File: config.mk
export PLATFORM = sky130hd
export DESIGN_NAME = neuron_layer_scheduler
export DESIGN_NICKNAME = d
export VERILOG_FILES = /design/src/rtl/nn_sched_pkg.sv /design/src/rtl/nn_index_counter.sv /design/src/rtl/neuron_layer_scheduler.sv
export SDC_FILE = /design/constraint.sdc
export NUM_CORES = 1
export LEC_CHECK = 0
export ABC_AREA = 1
export BUFFER_PORTS_ARGS = -buffer_cell sky130_fd_sc_hd__buf_4
export CAP_MARGIN = 30
export CORE_ASPECT_RATIO = 0.9
export CORE_UTILIZATION = 50
export DETAILED_ROUTE_END_ITERATION = 7
export GPL_TIMING_DRIVEN = 0
export PLACE_DENSITY = 0.81
export SLEW_MARGIN = 0
export SYNTH_ARGS = -nofsm -noshare
export SYNTH_HDL_FRONTEND = slang
export SYNTH_SLANG_ARGS = --single-unit
File: constraint.sdc
create_clock -name clk -period 1.7 [get_ports clk]
set_input_delay 0.085 -clock clk [delete_from_list [all_inputs] [get_ports clk]]
set_output_delay 0.085 -clock clk [all_outputs]
set_load 0.01 [all_outputs]
File: src/rtl/nn_sched_pkg.sv
// Shared definitions for the neuron layer scheduler: state encoding and
// elaboration-time sizing helpers.
package nn_sched_pkg;

  typedef logic [2:0] state_t;

  localparam state_t ST_IDLE  = 3'd0;
  localparam state_t ST_CLEAR = 3'd1;
  localparam state_t ST_ACCUM = 3'd2;
  localparam state_t ST_DRAIN = 3'd3;
  localparam state_t ST_ACT   = 3'd4;
  localparam state_t ST_WRITE = 3'd5;
  localparam state_t ST_DONE  = 3'd6;

  function automatic int clog2(input int v);
    int r;
    r = 0;
    for (int x = v - 1; x > 0; x = x >> 1) r++;
    return r;
  endfunction

  // Cycles spent on one neuron: CLEAR + ACCUM + DRAIN + ACT + WRITE.
  function automatic int neuron_cycles(input int n_inputs, input int mac_lat);
    return n_inputs + mac_lat + 4;
  endfunction

endpackage

File: src/rtl/nn_index_counter.sv
// Modulo-MAX index counter with explicit wrap and a terminal-count flag.
module nn_index_counter #(
  parameter int MAX = 8,
  parameter int W   = 3
) (
  input  logic         clk,
  input  logic         rst,
  input  logic         clr,
  input  logic         inc,
  output logic [W-1:0] q,
  output logic         last
);

  logic [W-1:0] q_q, q_d;

  assign last = (q_q == W'(MAX - 1));
  assign q    = q_q;

  // Wrap is taken at MAX-1, not at 2^W.
  always_comb begin
    q_d = q_q;
    if (clr)      q_d = '0;
    else if (inc) q_d = last ? '0 : q_q + 1'b1;
  end

  always_ff @(posedge clk) begin
    if (rst) q_q <= '0;
    else     q_q <= q_d;
  end

endmodule

File: src/rtl/neuron_layer_scheduler.sv
// Sequences one fully-connected layer over a shared MAC: per neuron it clears,
// streams input/weight addresses, drains the MAC pipe, activates and writes.
//
// state | meaning
// IDLE  | waiting for start
// CLEAR | clear accumulator, reset input index
// ACCUM | issue input/weight addresses, one per cycle
// DRAIN | wait MAC_LAT+1 cycles for the MAC pipe to settle
// ACT   | load activation register
// WRITE | write result for current neuron
// DONE  | one-cycle completion pulse
module neuron_layer_scheduler
  import nn_sched_pkg::*;
#(
  parameter int N_INPUTS  = 8,
  parameter int N_NEURONS = 4,
  parameter int IDX_W     = 3,
  parameter int NEU_W     = 2,
  parameter int MAC_LAT   = 2
) (
  input  logic                   clk,
  input  logic                   rst,
  input  logic                   start,
  output logic [IDX_W-1:0]       in_addr,
  output logic [NEU_W+IDX_W-1:0] w_addr,
  output logic                   mac_clr,
  output logic                   mac_en,
  output logic                   act_en,
  output logic                   out_we,
  output logic [NEU_W-1:0]       out_addr,
  output logic                   busy,
  output logic                   done
);

  localparam int DRN_W = (clog2(MAC_LAT + 1) < 1) ? 1 : clog2(MAC_LAT + 1);

  state_t           state_q, state_d;
  logic [DRN_W-1:0] drn_q, drn_d;
  logic             mac_en_q;

  logic [IDX_W-1:0] idx_i;
  logic [NEU_W-1:0] idx_n;
  logic             i_last, n_last;

  nn_index_counter #(.MAX(N_INPUTS), .W(IDX_W)) u_in_cnt (
    .clk  (clk),
    .rst  (rst),
    .clr  (state_q == ST_CLEAR),
    .inc  (state_q == ST_ACCUM),
    .q    (idx_i),
    .last (i_last)
  );

  nn_index_counter #(.MAX(N_NEURONS), .W(NEU_W)) u_neu_cnt (
    .clk  (clk),
    .rst  (rst),
    .clr  (state_q == ST_IDLE),
    .inc  (state_q == ST_WRITE),
    .q    (idx_n),
    .last (n_last)
  );

  always_ff @(posedge clk) begin
    if (rst) begin
      state_q  <= ST_IDLE;
      drn_q    <= '0;
      mac_en_q <= 1'b0;
    end else begin
      state_q  <= state_d;
      drn_q    <= drn_d;
      mac_en_q <= (state_q == ST_ACCUM);
    end
  end

  always_comb begin
    state_d = state_q;
    drn_d   = drn_q;
    case (state_q)
      ST_IDLE:  if (start) state_d = ST_CLEAR;
      ST_CLEAR: state_d = ST_ACCUM;
      ST_ACCUM: begin
        if (i_last) begin
          state_d = ST_DRAIN;
          drn_d   = DRN_W'(MAC_LAT);
        end
      end
      // Counts MAC_LAT..0, so DRAIN lasts MAC_LAT+1 cycles.
      ST_DRAIN: begin
        if (drn_q == '0) state_d = ST_ACT;
        else             drn_d   = drn_q - 1'b1;
      end
      ST_ACT:   state_d = ST_WRITE;
      ST_WRITE: state_d = n_last ? ST_DONE : ST_CLEAR;
      ST_DONE:  state_d = start ? ST_CLEAR : ST_IDLE;
      default:  state_d = ST_IDLE;
    endcase
  end

  always_comb begin
    in_addr  = '0;
    w_addr   = '0;
    mac_clr  = 1'b0;
    act_en   = 1'b0;
    out_we   = 1'b0;
    out_addr = '0;
    busy     = 1'b0;
    done     = 1'b0;
    case (state_q)
      ST_CLEAR: begin
        mac_clr = 1'b1;
        busy    = 1'b1;
      end
      ST_ACCUM: begin
        in_addr = idx_i;
        w_addr  = {idx_n, idx_i};
        busy    = 1'b1;
      end
      ST_DRAIN: busy = 1'b1;
      ST_ACT: begin
        act_en = 1'b1;
        busy   = 1'b1;
      end
      ST_WRITE: begin
        out_we   = 1'b1;
        out_addr = idx_n;
        busy     = 1'b1;
      end
      ST_DONE:  done = 1'b1;
      default:  ;
    endcase
  end

  assign mac_en = mac_en_q;

endmodule
==> results of run 1 <==
==> power breakdown <==
part / leakage (nW) / switching (W) / internal (W) / total [W]
sequential: 0.0895 / 0.0000273 / 0.000318 / 0.000346
combinational: 0.379 / 0.000424 / 0.000300 / 0.000724
clock: 0.0177 / 0.000100 / 0.0000873 / 0.000187
total: 0.487 / 0.000551 / 0.000705 / 0.00126
==> cells by family (layout without fill, tap and decap cells) <==
| family | after synthesis | after routing |
|---|---|---|
| buf+inv | 27 | 50 |
| flops | 11 | 11 |
| fa+ha+maj | 4 | 4 |
| compound gates | 10 | 10 |
| simple gates | 48 | 48 |
==> routing by layer <==
| layer | up-vias | wire length [um] | track usage [%] |
|---|---|---|---|
| met1 | 300 | 647 | 23.9 |
| met5 | - | 0 | 0 |
| li1 | 359 | - | - |
| met4 | 0 | 17 | 10.2 |
| met3 | 4 | 84 | 5.61 |
| met2 | 20 | 705 | 37.1 |
==> state kept, by name, indices dropped and copies added (netlist names) <==
| register | cells |
|---|---|
| mac_en | 1 |
| u_neu_cnt.q | 2 |
| drn_q | 2 |
| u_in_cnt.q | 3 |
| state_q | 3 |
==> worst max-delay path, delay by kind of cell, from the launching register on <==
family	cells	cell delay, ps
buffers and inverters	4	510
flip-flops	1	310
AND/OR/NAND/NOR	3	370
==> per-stage QoR <==
| stage | total power [W] | hold slack [ps] | area [um^2] | utilization [%] | instances |
|---|---|---|---|---|---|
| 2_1_floorplan | 0.000908 | 154 | 747 | - | 100 |
| 3_5_place_dp | 0.00107 | 303 | 900 | 68.9 | 132 |
| 3_3_place_gp | 0.00106 | 297 | 900 | 68.9 | 132 |
| 5_1_grt | 0.00137 | 227 | 937 | 71.7 | 137 |
| 6_report | 0.00126 | 179 | 937 | 71.7 | 137 |
| 4_1_cts | 0.00127 | 167 | 937 | 71.7 | 137 |
==> area by class of cell <==
| class | instances | area, um^2 | share of cell area [%] |
|---|---|---|---|
| multi-input combinational | 62 | 384 | 41.0 |
| clock buffer | 3 | 22.5 | 2.40 |
| sequential | 11 | 220 | 23.5 |
| buffer | 7 | 67.6 | 7.21 |
| clock inverter | 1 | 5.00 | 0.534 |
| inverter | 20 | 75.1 | 8.01 |
| tap | 14 | 17.5 | 1.87 |
| timing repair buffer | 19 | 145 | 15.5 |
==> cell usage in the layout (no fill, tap or decap), types with 2 or more instances in the layout <==
cell | Yosys | layout
a21oi_1 | 4 | 4
inv_2 | 2 | 2
a211oi_1 | 3 | 3
nand4_1 | 3 | 3
a211oi_2 | 2 | 2
ha_1 | 4 | 4
nand2_1 | 9 | 9
nand3_1 | 8 | 8
dfxtp_1 | 11 | 11
nor2_1 | 17 | 17
nand2_2 | 4 | 4
buf_4 | 3 | 21
buf_6 | 4 | 4
inv_1 | 18 | 18
clkbuf_4 | 0 | 3
==> worst max-delay path by stage <==
stage,startpoint,end,slack (ps),cells past startpoint
2_1_floorplan,state_q[2],w_addr[2],480,6
3_3_place_gp,u_in_cnt.q[0],state_q[0],420,8
3_5_place_dp,u_in_cnt.q[0],state_q[0],420,8
4_1_cts,state_q[2],w_addr[1],120,7
5_1_grt,state_q[2],w_addr[1],30,7
6_report,state_q[2],w_addr[1],140,7
==> flow_summary_export.csv, run 1 <==
group,metric,value,unit
sta,finClkSkew,7.53,ps
synth,synth_edf_count,0,
synth,ys_seq_area_share,29.5,%
global_routing,gr-total-overflow,0,
critical_path,worstPathRequired,1620,ps
route,detail-route-antenna-nets,0,
critical_path,cp-start-kind,"flop",
min_path,worstHoldStart,"start",
power,irDropWorstVdd,904,uV
critical_path,r2r-start,"u_in_cnt.q[0]",
clock_network,cts_tree,"built",
route,vias,683,
synth,synth-simple-area-share,34.5,%
critical_path,slowest_delay,310,ps
place,gp_congestion,0.851,
clock_network,hold_buffers,1,
critical_path,setup.worst_path.end_class,"output port",
outcome,outcome,"completed",
clock_network,clock_tree.root_cell,"clkbuf_4",
route,drt_wl_total,1460,um
floorplanning,num_rows,12,
floorplanning,core,1310,um^2
critical_path,path_max_fanout,10,
synth,syn_inst,100,
synth,synth_seq_cells,11,
synth,avgSynthCellArea,7.47,um^2
route,wl_per_cell,10.6,um
sta,timing.final.crit_share,92.0,%
critical_path,ff2ff_setup_slack,400,ps
synth,synthTopCellsByCount,"18 x inv_1, 17 x nor2_1, 11 x dfxtp_1",
synth,synth.distinct_cells,22,
floorplanning,start_util,57.2,%
route,drt-vias-per-instance,4.99,
min_path,hold_path.class,"in2reg",
min_path,whs_path_depth,5,
synth,synth_mux_area_share,0,%
global_routing,antenna_found_initial,0,
clock_network,cts_resized,0,
route,drt_iter0_drc,14,
critical_path,r2r_end,"state_q[0]",
sta,tightest_slew,215,ps
synth,yosysTopAreaCellShare,29.5,%
critical_path,r2r_cells,8,
synth,ys.flop_type,"dfxtp_1",
sta,max_slew_margin,85.6,%
global_routing,grt_max_degree,11,
clock_network,clk_transition_reported_paths,80,ps
synth,synth.area.top_cells,"dfxtp_1 29%, inv_1 9.0%, nor2_1 8.5%",
synth,yosys.area_share.adder,6.70,%
finish,n_antenna_cell,0,
floorplanning,die_y,38.7,um
floorplanning,die_w,42.7,um
clock_network,clk_path_buf_depth,2,
min_path,whs_endpoint,"state_q[1]",
sta,layout_min_cycle_time,1560,ps
critical_path,critical_path_class,"reg2out",
power,powerDensity,1340,nW/um^2
place,io_buffers,18,
clock_network,post_cts.repair.setup_buffers,0,
synth,synthesis.area,747,um^2
sta,fin_tns_setup,0,ps
finish,filler_cell_count,118,
power,cellLeakagePower,0.487,nW
route,remaining_drc_errors,0,
sta,finalWorstSetupSlack,136,ps
finish,drive_gt1_share,34.1,%
synth,synth_top_family_by_area,"simple AND/OR/NAND/NOR gates",
critical_path,crit_arrival,1480,ps
critical_path,cpMaxStageDelayCell,"dfxtp_1",
synth,synthXorXnorAreaFrac,0,%
synth,synth.most_common_cell,"inv_1",
finish,syn_to_final_growth,25.5,%
synth,yosysTopAreaCell,"dfxtp_1",
global_routing,grt_pass1_vias,624,
sta,max_freq,0.639,GHz
sta,rsz0062_at_grt,"no",
place,dpl.hpwl,1160,um
route,first_pass_iters,4,
place,dp_slack,418,ps
global_routing,grt_pass1_wl,2520,um
clock_network,clk_latency,280,ps
synth,synth_compound_area_share,10.2,%
clock_network,numClockSinks,11,
global_routing,grtUsageTotal,21.1,%
clock_network,htreeDepth,1,
floorplanning,die_area,1650,um^2
sta,slew_violations,0,
sta,setup_viol,0,
synth,yosysWarnings,0,
job,max_cap_violations,0,
synth,syn_nets,107,
sta,hold_viol,0,
clock_network,cts_buffers,3,
finish,nets,131,
synth,async_flop_share,0,%
floorplanning,pin_count,19,
critical_path,path_cells,"buf_6, nor2_8, nand2_4, buf_6, nor2_1, buf_4, buf_4",
Power figures use the tool's default switching activity.
==> run 2, diff against run 1 <==
--- a/config.mk
+++ b/config.mk
@@ -11,7 +11,6 @@
 export CORE_ASPECT_RATIO = 0.9
 export CORE_UTILIZATION = 50
 export DETAILED_ROUTE_END_ITERATION = 7
-export GPL_TIMING_DRIVEN = 0
 export PLACE_DENSITY = 0.81
 export SLEW_MARGIN = 0
 export SYNTH_ARGS = -nofsm -noshare
==> flow_summary_export.csv, run 2 (synthesis results as in run 1) <==
group,metric,value,unit
outcome,outcome,"completed",
route,drt_iter0_drc,22,
critical_path,path_cells,"nor2_8, nand2_4, o2111ai_1, buf_4",
finish,drive_gt1_share,30.2,%
critical_path,worstPathRequired,1620,ps
power,switching_share,45.9,%
clock_network,hold_buffers,1,
route,detail-route-antenna-nets,0,
floorplanning,die_w,42.7,um
global_routing,grt_max_degree,14,
finish,filler_cell_count,107,
power,p_clk_share,16.1,%
power,cellLeakagePower,0.446,nW
sta,fin_tns_setup,0,ps
critical_path,path_max_fanout,13,
finish,n_antenna_cell,0,
finish,stdcell_count,130,
critical_path,critical_path_class,"reg2out",
sta,max_freq,0.637,GHz
finish,nets,124,
route,first_pass_iters,4,
global_routing,grtUsageTotal,20.0,%
clock_network,cts_buffers,3,
clock_network,cts_resized,0,
clock_network,clock_tree.root_cell,"clkbuf_4",
floorplanning,core,1310,um^2
power,powerDensity,1360,nW/um^2
place,dpl_cell_area,832,um^2
place,gp_congestion,0.795,
floorplanning,num_rows,12,
clock_network,numClockSinks,11,
place,place_inst,125,
critical_path,cp-start-kind,"flop",
sta,timing.final.crit_share,92.4,%
route,wl_per_cell,11.3,um
route,remaining_drc_errors,0,
power,p_switching,0.000541,W
global_routing,gr-total-overflow,0,
floorplanning,die_area,1650,um^2
min_path,hold_path.class,"in2reg",
sta,rsz0062_at_grt,"no",
critical_path,setup.worst_path.end_class,"output port",
job,max_cap_violations,0,
power,intPower,0.000637,W
sta,layout_min_cycle_time,1570,ps
finish,design_area,870,um^2
route,drt_wl_total,1470,um
power,power_frac_seq,35.8,%
global_routing,grt_pass1_vias,599,
finish,syn_to_final_growth,16.4,%
sta,hold_viol,0,
critical_path,crit_arrival,1490,ps
global_routing,grt_pass1_wl,2390,um
clock_network,htreeDepth,1,
critical_path,slowest_delay,630,ps
clock_network,clk_transition_reported_paths,80,ps
sta,slew_violations,0,
sta,setup_viol,0,
place,io_buffers,18,
global_routing,antenna_found_initial,0,
route,drt-vias-per-instance,5.23,
critical_path,cpMaxStageDelayCell,"dfxtp_1",
floorplanning,start_util,57.2,%
clock_network,clk_latency,280,ps
sta,tightest_slew,491,ps
place,dpl.hpwl,1110,um
sta,max_slew_margin,67.2,%
power,irDropWorstVdd,757,uV
clock_network,post_cts.repair.setup_buffers,0,
floorplanning,pin_count,19,
clock_network,clk_path_buf_depth,2,
sta,finClkSkew,4.65,ps
power,combinationalPowerShare,48.1,%
floorplanning,die_y,38.7,um
finish,mostFrequentLayoutCells,"18 x inv_1, 18 x buf_4, 17 x nor2_1",
route,vias,680,
clock_network,cts_tree,"built",
run 2: cell count changes in the layout (fill, tap and decap cells not counted):
cell / change
buf_6: -4
buf_4: -3
run 2: routing by layer:
metal	vias to the layer above	part of all wire, %	global-route usage (%)
li1	347	-	-
met1	300	43	21.3
met2	29	47	35.2
met3	4	8.8	6.54
met4	0	1.6	10.9
met5	-	0	0
run 2: path summary, 6_finish.rpt:
| kind | start | endpoint | slack, ps | depth (start not counted) |
|---|---|---|---|---|
| setup / recovery | state_q[0] | busy | 130 | 4 |
| hold / removal | start | state_q[1] | 190 | 5 |
| hold reg to reg | drn_q[1] | drn_q[1] | 460 | 2 |
| setup reg to reg | u_in_cnt.q[0] | state_q[0] | 380 | 8 |
run 2: layout make-up:
class                           instances  area (um^2)  share of cell area, %
Clock buffer                            3         22.5                   2.59
Clock inverter                          1         5.00                  0.576
Inverter                               20         75.1                   8.63
Multi-Input combinational cell         62          384                   44.2
Sequential cell                        11          220                   25.3
Tap cell                               14         17.5                   2.01
Timing Repair Buffer                   19          145                   16.7
run 2: worst max-delay path: cells and delay by family (launching register included):
family / cells / cell delay, ps
flip-flops: 1 / 630
AND/OR/NAND/NOR: 2 / 250
buffers and inverters: 1 / 170
AO/OA/AOI/OAI: 1 / 150
run 2: per-stage QoR:
stage	setup slack, ps	power (W)	hold slack (ps)	utilization, %
floorplan	480	0.000908	154	-
global placement	375	0.000970	298	63.7
detailed placement	385	0.000994	299	63.7
CTS	131	0.00118	191	66.6
global route	51.6	0.00125	194	66.6
finish	130	0.00118	192	66.6
run 2: power by group through the flow:
stage	Clock, W	Sequential, W	Combinational [W]
global route	0.000199	0.000432	0.000624
global placement	0	0.000423	0.000547
CTS	0.000191	0.000422	0.000571
detailed placement	0	0.000427	0.000567
floorplan	0	0.000349	0.000559
finish	0.000190	0.000421	0.000567
